`config.mk`:
```
export PLATFORM = sky130hd
export DESIGN_NAME = alu_operand_sequencer
export DESIGN_NICKNAME = d
export VERILOG_FILES = /design/src/rtl/alu_operand_sequencer_pkg.sv /design/src/rtl/alu_operand_sequencer.sv
export SDC_FILE = /design/constraint.sdc
export NUM_CORES = 1
export LEC_CHECK = 0
export ABC_AREA = 1
export CAP_MARGIN = 20
export CORE_UTILIZATION = 47
export CTS_BUF_LIST = sky130_fd_sc_hd__clkbuf_4 sky130_fd_sc_hd__clkbuf_8 sky130_fd_sc_hd__clkbuf_16
export DETAILED_ROUTE_END_ITERATION = 6
export PLACE_DENSITY = 0.86
export SLEW_MARGIN = 20
export SYNTH_ARGS = -nofsm -noshare
export SYNTH_HDL_FRONTEND = slang
export SYNTH_SLANG_ARGS = --single-unit
export TNS_END_PERCENT = 10
```
`constraint.sdc`:
```
create_clock -name clk -period 1.6 [get_ports clk]
set_input_delay 0.32 -clock clk [delete_from_list [all_inputs] [get_ports clk]]
set_output_delay 0.32 -clock clk [all_outputs]
set_load 0.01 [all_outputs]
```
`src/rtl/alu_operand_sequencer_pkg.sv`:
```
// Shared ALU definitions for the operand sequencer.
//   state_e   : sequencer FSM states (2-bit, 00/01/10; 11 is illegal)
//   ALU_WIDTH : operand width of the ALU bitwise units (XOR unit width)
package alu_operand_sequencer_pkg;

  localparam int ALU_WIDTH = 8;

  typedef enum logic [1:0] {
    LOAD_X = 2'b00,
    LOAD_Y = 2'b01,
    HOLD   = 2'b10
  } state_e;

endpackage

```
`src/rtl/alu_operand_sequencer.sv`:
```
// Operand sequencer for the ALU bitwise units.
// Collects an X then a Y operand over one shared bus in two beats. It holds the
// pair on x_out/y_out until consumed and counts consumed pairs.
//
// Handshake: a beat is accepted on a rising edge with in_valid && in_ready.
// A pair is consumed on a rising edge with out_valid && out_ready. Neither
// valid may depend on the matching ready. in_data is sampled only on accept.
//
// Ports:
//   clk, rst_n          : clock, asynchronous active-low reset
//   in_data/in_valid/in_ready : operand beats (X first, then Y)
//   clr                 : synchronous abort of a partially loaded pair
//   x_out/y_out         : held operand pair; bit i feeds the unit's x_i/y_i
//   out_valid/out_ready : pair handshake toward the bitwise units
//   pair_count          : consumed-pair count, wraps modulo 2^CNT_W
//   state_o             : current FSM state (debug)
module alu_operand_sequencer
  import alu_operand_sequencer_pkg::*;
#(
  parameter int WIDTH = ALU_WIDTH,
  parameter int CNT_W = 8
) (
  input  logic             clk,
  input  logic             rst_n,
  input  logic [WIDTH-1:0] in_data,
  input  logic             in_valid,
  output logic             in_ready,
  input  logic             clr,
  output logic [WIDTH-1:0] x_out,
  output logic [WIDTH-1:0] y_out,
  output logic             out_valid,
  input  logic             out_ready,
  output logic [CNT_W-1:0] pair_count,
  output logic [1:0]       state_o
);

  state_e           state_q, state_d;
  logic [WIDTH-1:0] x_q, x_d;
  logic [WIDTH-1:0] y_q, y_d;
  logic [CNT_W-1:0] cnt_q, cnt_d;

  always_ff @(posedge clk or negedge rst_n) begin
    if (!rst_n) begin
      state_q <= LOAD_X;
      x_q     <= '0;
      y_q     <= '0;
      cnt_q   <= '0;
    end else begin
      state_q <= state_d;
      x_q     <= x_d;
      y_q     <= y_d;
      cnt_q   <= cnt_d;
    end
  end

  always_comb begin
    state_d   = state_q;
    x_d       = x_q;
    y_d       = y_q;
    cnt_d     = cnt_q;
    in_ready  = 1'b0;
    out_valid = 1'b0;
    case (state_q)
      LOAD_X: begin
        in_ready = !clr;
        if (in_valid && !clr) begin
          x_d     = in_data;
          state_d = LOAD_Y;
        end
      end
      LOAD_Y: begin
        in_ready = !clr;
        if (clr) begin
          // Pending X is simply abandoned; it is overwritten by the next X.
          state_d = LOAD_X;
        end else if (in_valid) begin
          y_d     = in_data;
          state_d = HOLD;
        end
      end
      HOLD: begin
        out_valid = 1'b1;
        // A new X may enter on the same edge the pair leaves; clr only
        // blocks that beat and never drops the held pair.
        in_ready  = out_ready && !clr;
        if (out_ready) begin
          cnt_d = cnt_q + 1'b1;
          if (in_valid && !clr) begin
            x_d     = in_data;
            state_d = LOAD_Y;
          end else begin
            state_d = LOAD_X;
          end
        end
      end
      default: state_d = LOAD_X;  // illegal encoding 11 recovers
    endcase
  end

  assign x_out      = x_q;
  assign y_out      = y_q;
  assign pair_count = cnt_q;
  assign state_o    = state_q;

endmodule
```
### Yosys cells after proc, flatten, opt, wreduce, memory -nomap -nowiden

Cells that the tools add are included.

* flip-flop bits (word level): 26
* input port bits: 13

* add/subtract/negate cells: 1
* equal/unequal tests: 5
* multiplexer cells: 11
* bitwise operators: 1
* reductions and logical operators: 10

Operators with widths (count)
* 8-bit 2-to-1 mux: 2
* 8-bit case mux with 2 select lines: 1
* 8-bit by 1-bit adder with 8-bit output (second input constant): 1
* 2-bit 2-to-1 mux: 4
* 2-bit case mux with 3 select lines: 1
* 3-bit AND reduction: 2
* 2-bit inequality test (second input constant): 2
* 2-bit AND reduction: 2
* 3-bit inequality test (second input constant): 1
* 2-bit by 1-bit equality test with 1-bit output (second input constant): 1
* 2-bit equality test (second input constant): 1
* 1-bit logical AND: 2
* 2-bit logical NOT: 1
* 1-bit 2-to-1 mux: 2
* 1-bit case mux with 2 select lines: 1
* 2-bit nonzero test: 1
* 2-bit OR reduction: 1
* 1-bit logical NOT: 1
* 1-bit inverter: 1

### Logic depth before layout (Yosys ltp)

* depth in word-level cells: 5
* gate-level depth with buffers: 7

### Worst setup path after synthesis

No wires, ideal clock.

* kind: reg2out
* start point: reg state_q[0] (netlist: state_o[0])
* end point: out in_ready
* data arrival time: 902 ps
* required time: 1280 ps
* path slack: 378 ps
* stages on the path, launching flop included: 4
* buffers on the path: 0
* cell sequence: dfrtp_1 inv_2 nand3_2 a21oi_1

* cells in the longest elaborated chain, start to end: 3
* elaborated cells between the ends (all ways): 5

RTL lines
* start, declared: RTL line alu_operand_sequencer.sv:37 `state_e state_q, state_d;`
* start signal, assigned: RTL line alu_operand_sequencer.sv:49 `state_q <= state_d;`
* 2-bit by 1-bit equality test with 1-bit output or 2-bit logical NOT (tied branches): RTL line alu_operand_sequencer.sv:63 `case (state_q)`
* 2-bit OR reduction (no source line)
* 1-bit case mux with 2 select lines (*): RTL line alu_operand_sequencer.sv:63
* end, declared: RTL line alu_operand_sequencer.sv:27 `output logic in_ready,`

Mark *: on every way between the ends. The rest lies on a longest branch, timed or not.

### Worst setup path in the final report

* start point: reg y_q[7] (netlist: y_out[7])
* end point: out y_out[7]

RTL lines
* start, declared: RTL line alu_operand_sequencer.sv:39 `logic [WIDTH-1:0] y_q, y_d;`
* start signal, assigned: RTL line alu_operand_sequencer.sv:51 `y_q <= y_d;`
* end, declared: RTL line alu_operand_sequencer.sv:30 `output logic [WIDTH-1:0] y_out,`

No word-level cell between the ends.

==> results.md <==
- Summed over all layers, the routed wires come to 2510 um.
- The main flop type after synthesis is dfrtp_1.
- Based on the critical path, the design can be clocked at up to 643 MHz.
- The global-route usage over all layers is 22.1%.
- Synthesis produced a netlist with a net count of 135.
- TritonCTS built the clock tree.
- The wire-length estimate of the detail-placed layout is 1850 um.
- The repair_antennas step left the layout with diodes totalling 0.
- Walking the worst path, the cells encountered are clkdlybuf4s50_1.
- The post-synthesis instance total is 121.
- The number of failing setup endpoints in the final timing report is 0.
- The area of combinational cells with multiple inputs is 410 um2.
- The synthesized design spends more area on one cell type than any other, namely dfrtp_1.
- The largest single stage delay on the critical path is 0.53 ns.
- The register cell area after layout is 651 um2.
- The number of buffers and inverters on the critical path is 1.
- The floorplan step set the die width to 51.6 um.
- The initial cell density of the core is 51.2%.
- The tree built by TritonCTS fans out to 26 sinks.
- In this run the number of cells on the critical path is 1.
- Cells fill 75.2% of the core in the end.
- In this run, synthesis inferred 0 flip-flops with an integrated enable.
- The worst setup path is launched from a flip-flop.
- Counting I/O delays and the setup requirement, the final critical path takes 1.56 ns.
- In the final routed layout, each cell accounts on average for 12.6 um.
- The worst hold path belongs to the class in2async.
- The pre-CTS setup slack is -0.323 ns.
- Setup slack closes at 0.0440 ns.
- The pre-antenna-repair detailed-routing pass consisted of 4 iterations.
- The power density over cell area is 1120 nW/um2.
- The capturing element of the worst setup path is y_out[7].
- The count of cells in the finished layout, fillers not included, comes to 200.
- The detailed router's first-iteration violation count is 14.
- Using the TritonRoute via totals, the vias-per-cell ratio works out to 4.88.
- For this design the top-level I/O count stands at 41.
- The worst register-to-register path has a depth of 6.
- The setup path with the least slack is of type reg2out.
- The die is 51.6 um tall.
- Counting the fill cells in the layout gives 184.
- In this run the mean area of a mapped cell was 9.54 um2.
- Data arrives at the worst endpoint at 1.24 ns.
- In this run the static leakage power is 1.03 nW.
- Setup repair after global routing left no endpoint under its margin.
- In this run the cell area measured after placement is 1620 um2.
- For the pin with the worst max-slew slack, the measured transition is 0.410 ns.
- Across the run, the number of max-cap violations was 0.
- The share of the synthesized area in the top cell type is 56.3%.
- The peak supply drop is 0.855 mV.
- The first global-routing pass estimated 4210 um of wire.
- After synthesis, the most frequently instantiated cells are nand2_1 (34), dfrtp_1 (26), inv_1 (16), o21ai_2 (8), o21ai_0 (5).
- The flow ran to the end, and the final reports show no timing, DRC or antenna violations.
- In this run the critical register-to-register path is launched from pair_count[0]$_DFFE_PN0P_.
- The final route contains 976 vias.
- The setup check on the worst reg-to-reg path leaves a slack of 0.25 ns.
- The later-pin clock latency in the skew report is 0.33 ns.
- For the final database, setup skew stands at 0.00661 ns.
- The longest clock path from root to sink contains 2 buffers.
- The cell count after placement is 194.
- Measured against its own limit, the worst slew margin works out to 72.6%.
- For the final routed database, the setup TNS stands at 0 ns.
- The proportion of layout cells with a drive suffix above 1 is 19.8%.
- The critical path starts at y_out[7]$_DFFE_PN0P_.
- Compared with the post-synthesis result, the final layout area differs by 46.8%.
- Of all flip-flops after synthesis, the portion carrying an async set or reset was 100%.
- The hold violation total from the final report is 0.
- The number of antenna violations at the first check in global routing came to 0.
- The number of pins with negative max-slew slack in the final report came to 0.
- By area the synthesized netlist is led by dfrtp_1 (56%), nand2_1 (11%), o21ai_2 (6.1%).
- The cell class contributing the biggest share of worst-path delay is buffers and inverters.
- The final cycle utilization of the critical path is 97.2%.
- The TritonCTS buffer count is 3.
- The placeable core area is 2250 um2.
- The number of global-route vias before repair is 942.
- In the final design database the tool counted 187 nets.
- The cell type of the slowest stage on the worst timing path is clkdlybuf4s50_1.
- Clock-pin slew was measured on the worst setup and hold paths at 0.15 ns.
- The count of buffers from port buffering is 40.
- The remaining global-route overflow is 0.
- In this run the critical register-to-register path is captured at pair_count[4]$_DFFE_PN0P_.
- At the worst endpoint, the required time is 1.28 ns.
- The design draws 1.91 mW.
- The tightest hold path in the finished design has a slack of 0.361 ns.
- Synthesis instantiated 22 different standard cells from the library.
- The maximum level of the CTS H-tree is 1.
- Yosys printed 0 warnings.
- For this design, the CTS-stage hold fixing added 0 buffers.
- The count of unresolved DRC violations after routing is 0.
- Entering global routing, the biggest net connects 27 pins.
- The largest driver fanout on the critical path is 2.
- The post-route antenna net violation count is 0.
- The tree is rooted in a clkbuf_4.
- Among all cell types in the netlist, the one instantiated most often is nand2_1.
- After synthesis the cells add up to 1150 um2.
- The final weighted congestion of routability-driven global placement is 0.763.
- The die area is 2660 um2.
- The final design instance area without fill is 1700 um2.
- The sequential fraction of the synthesis area is 56.3%.
- The number of standard-cell rows in the floorplan is 17.
- STA classifies the critical path endpoint as an output pin.
- In this run, synthesis produced a sequential element count of 26.
==> power breakdown <==
group | switching, mW | total (mW) | internal (mW)
registers | 0.0830 | 0.869 | 0.787
logic | 0.268 | 0.579 | 0.312
clock network | 0.204 | 0.457 | 0.254
total | 0.554 | 1.91 | 1.35
==> cells by family after synthesis <==
| group | after synthesis | share of synthesized area (%) |
|---|---|---|
| AO/OA/AOI/OAI | 17 | 9.97 |
| flip-flops | 26 | 56.3 |
| adder cells (fa/ha/maj) | 1 | 1.08 |
| buffers and inverters | 21 | 8.13 |
| XOR/XNOR | 4 | 3.03 |
| AND/OR/NAND/NOR | 52 | 21.5 |
==> worst min-delay path by stage <==
stage | start | end | slack (ns) | depth (start not counted)
6_report | rst_n | x_out[2]$_DFFE_PN0P_ | 0.36 | 2
5_1_grt | rst_n | pair_count[0]$_DFFE_PN0P_ | 0.37 | 2
4_1_cts | rst_n | pair_count[0]$_DFFE_PN0P_ | 0.36 | 2
3_5_place_dp | y_out[5]$_DFFE_PN0P_ | y_out[5]$_DFFE_PN0P_ | 0.47 | 2
3_3_place_gp | y_out[3]$_DFFE_PN0P_ | y_out[3]$_DFFE_PN0P_ | 0.47 | 2
2_1_floorplan | rst_n | pair_count[0]$_DFFE_PN0P_ | 0.02 | 0
==> flip-flops by register name, indices dropped and copies added (netlist names) <==
register    cells
y_out           8
state_o         2
pair_count      8
x_out           8
==> routing by layer <==
layer  track usage, %  vias to the layer above  share of wire [%]
met5                0                        -                  0
met4             8.11                        0                1.1
met3             6.43                        2                7.0
met2             39.4                       37                 51
met1             24.8                      460                 40
li1                 -                      477                  -
==> layout by cell type, fill, tap and decap left out, types with 3 or more instances in the layout <==
| cell | count |
|---|---|
| o21ai_1 | 3 |
| o21ai_0 | 5 |
| inv_1 | 16 |
| dlymetal6s2s_1 | 13 |
| clkdlybuf4s50_1 | 13 |
| dlygate4sd2_1 | 12 |
| buf_4 | 9 |
| clkbuf_4 | 3 |
| nand2_1 | 34 |
| nand2_2 | 3 |
| inv_2 | 3 |
| nand3_1 | 4 |
| dfrtp_1 | 26 |
| o21ai_2 | 8 |
| nor2_1 | 3 |
==> timing repair <==
action,CTS,global route
endpoints found under the hold margin,0,0
resized for setup,19,14
buffers inserted,2,0
endpoints found under the setup margin,14,14
==> area by class of cell <==
| type | count | area share, % |
|---|---|---|
| sequential | 26 | 38.4 |
| timing repair buffer | 49 | 28.0 |
| multi-input combinational | 74 | 24.2 |
| inverter | 19 | 4.21 |
| tap | 28 | 2.07 |
| clock inverter | 1 | 1.77 |
| clock buffer | 3 | 1.33 |
(Power assumes the default switching activity.)
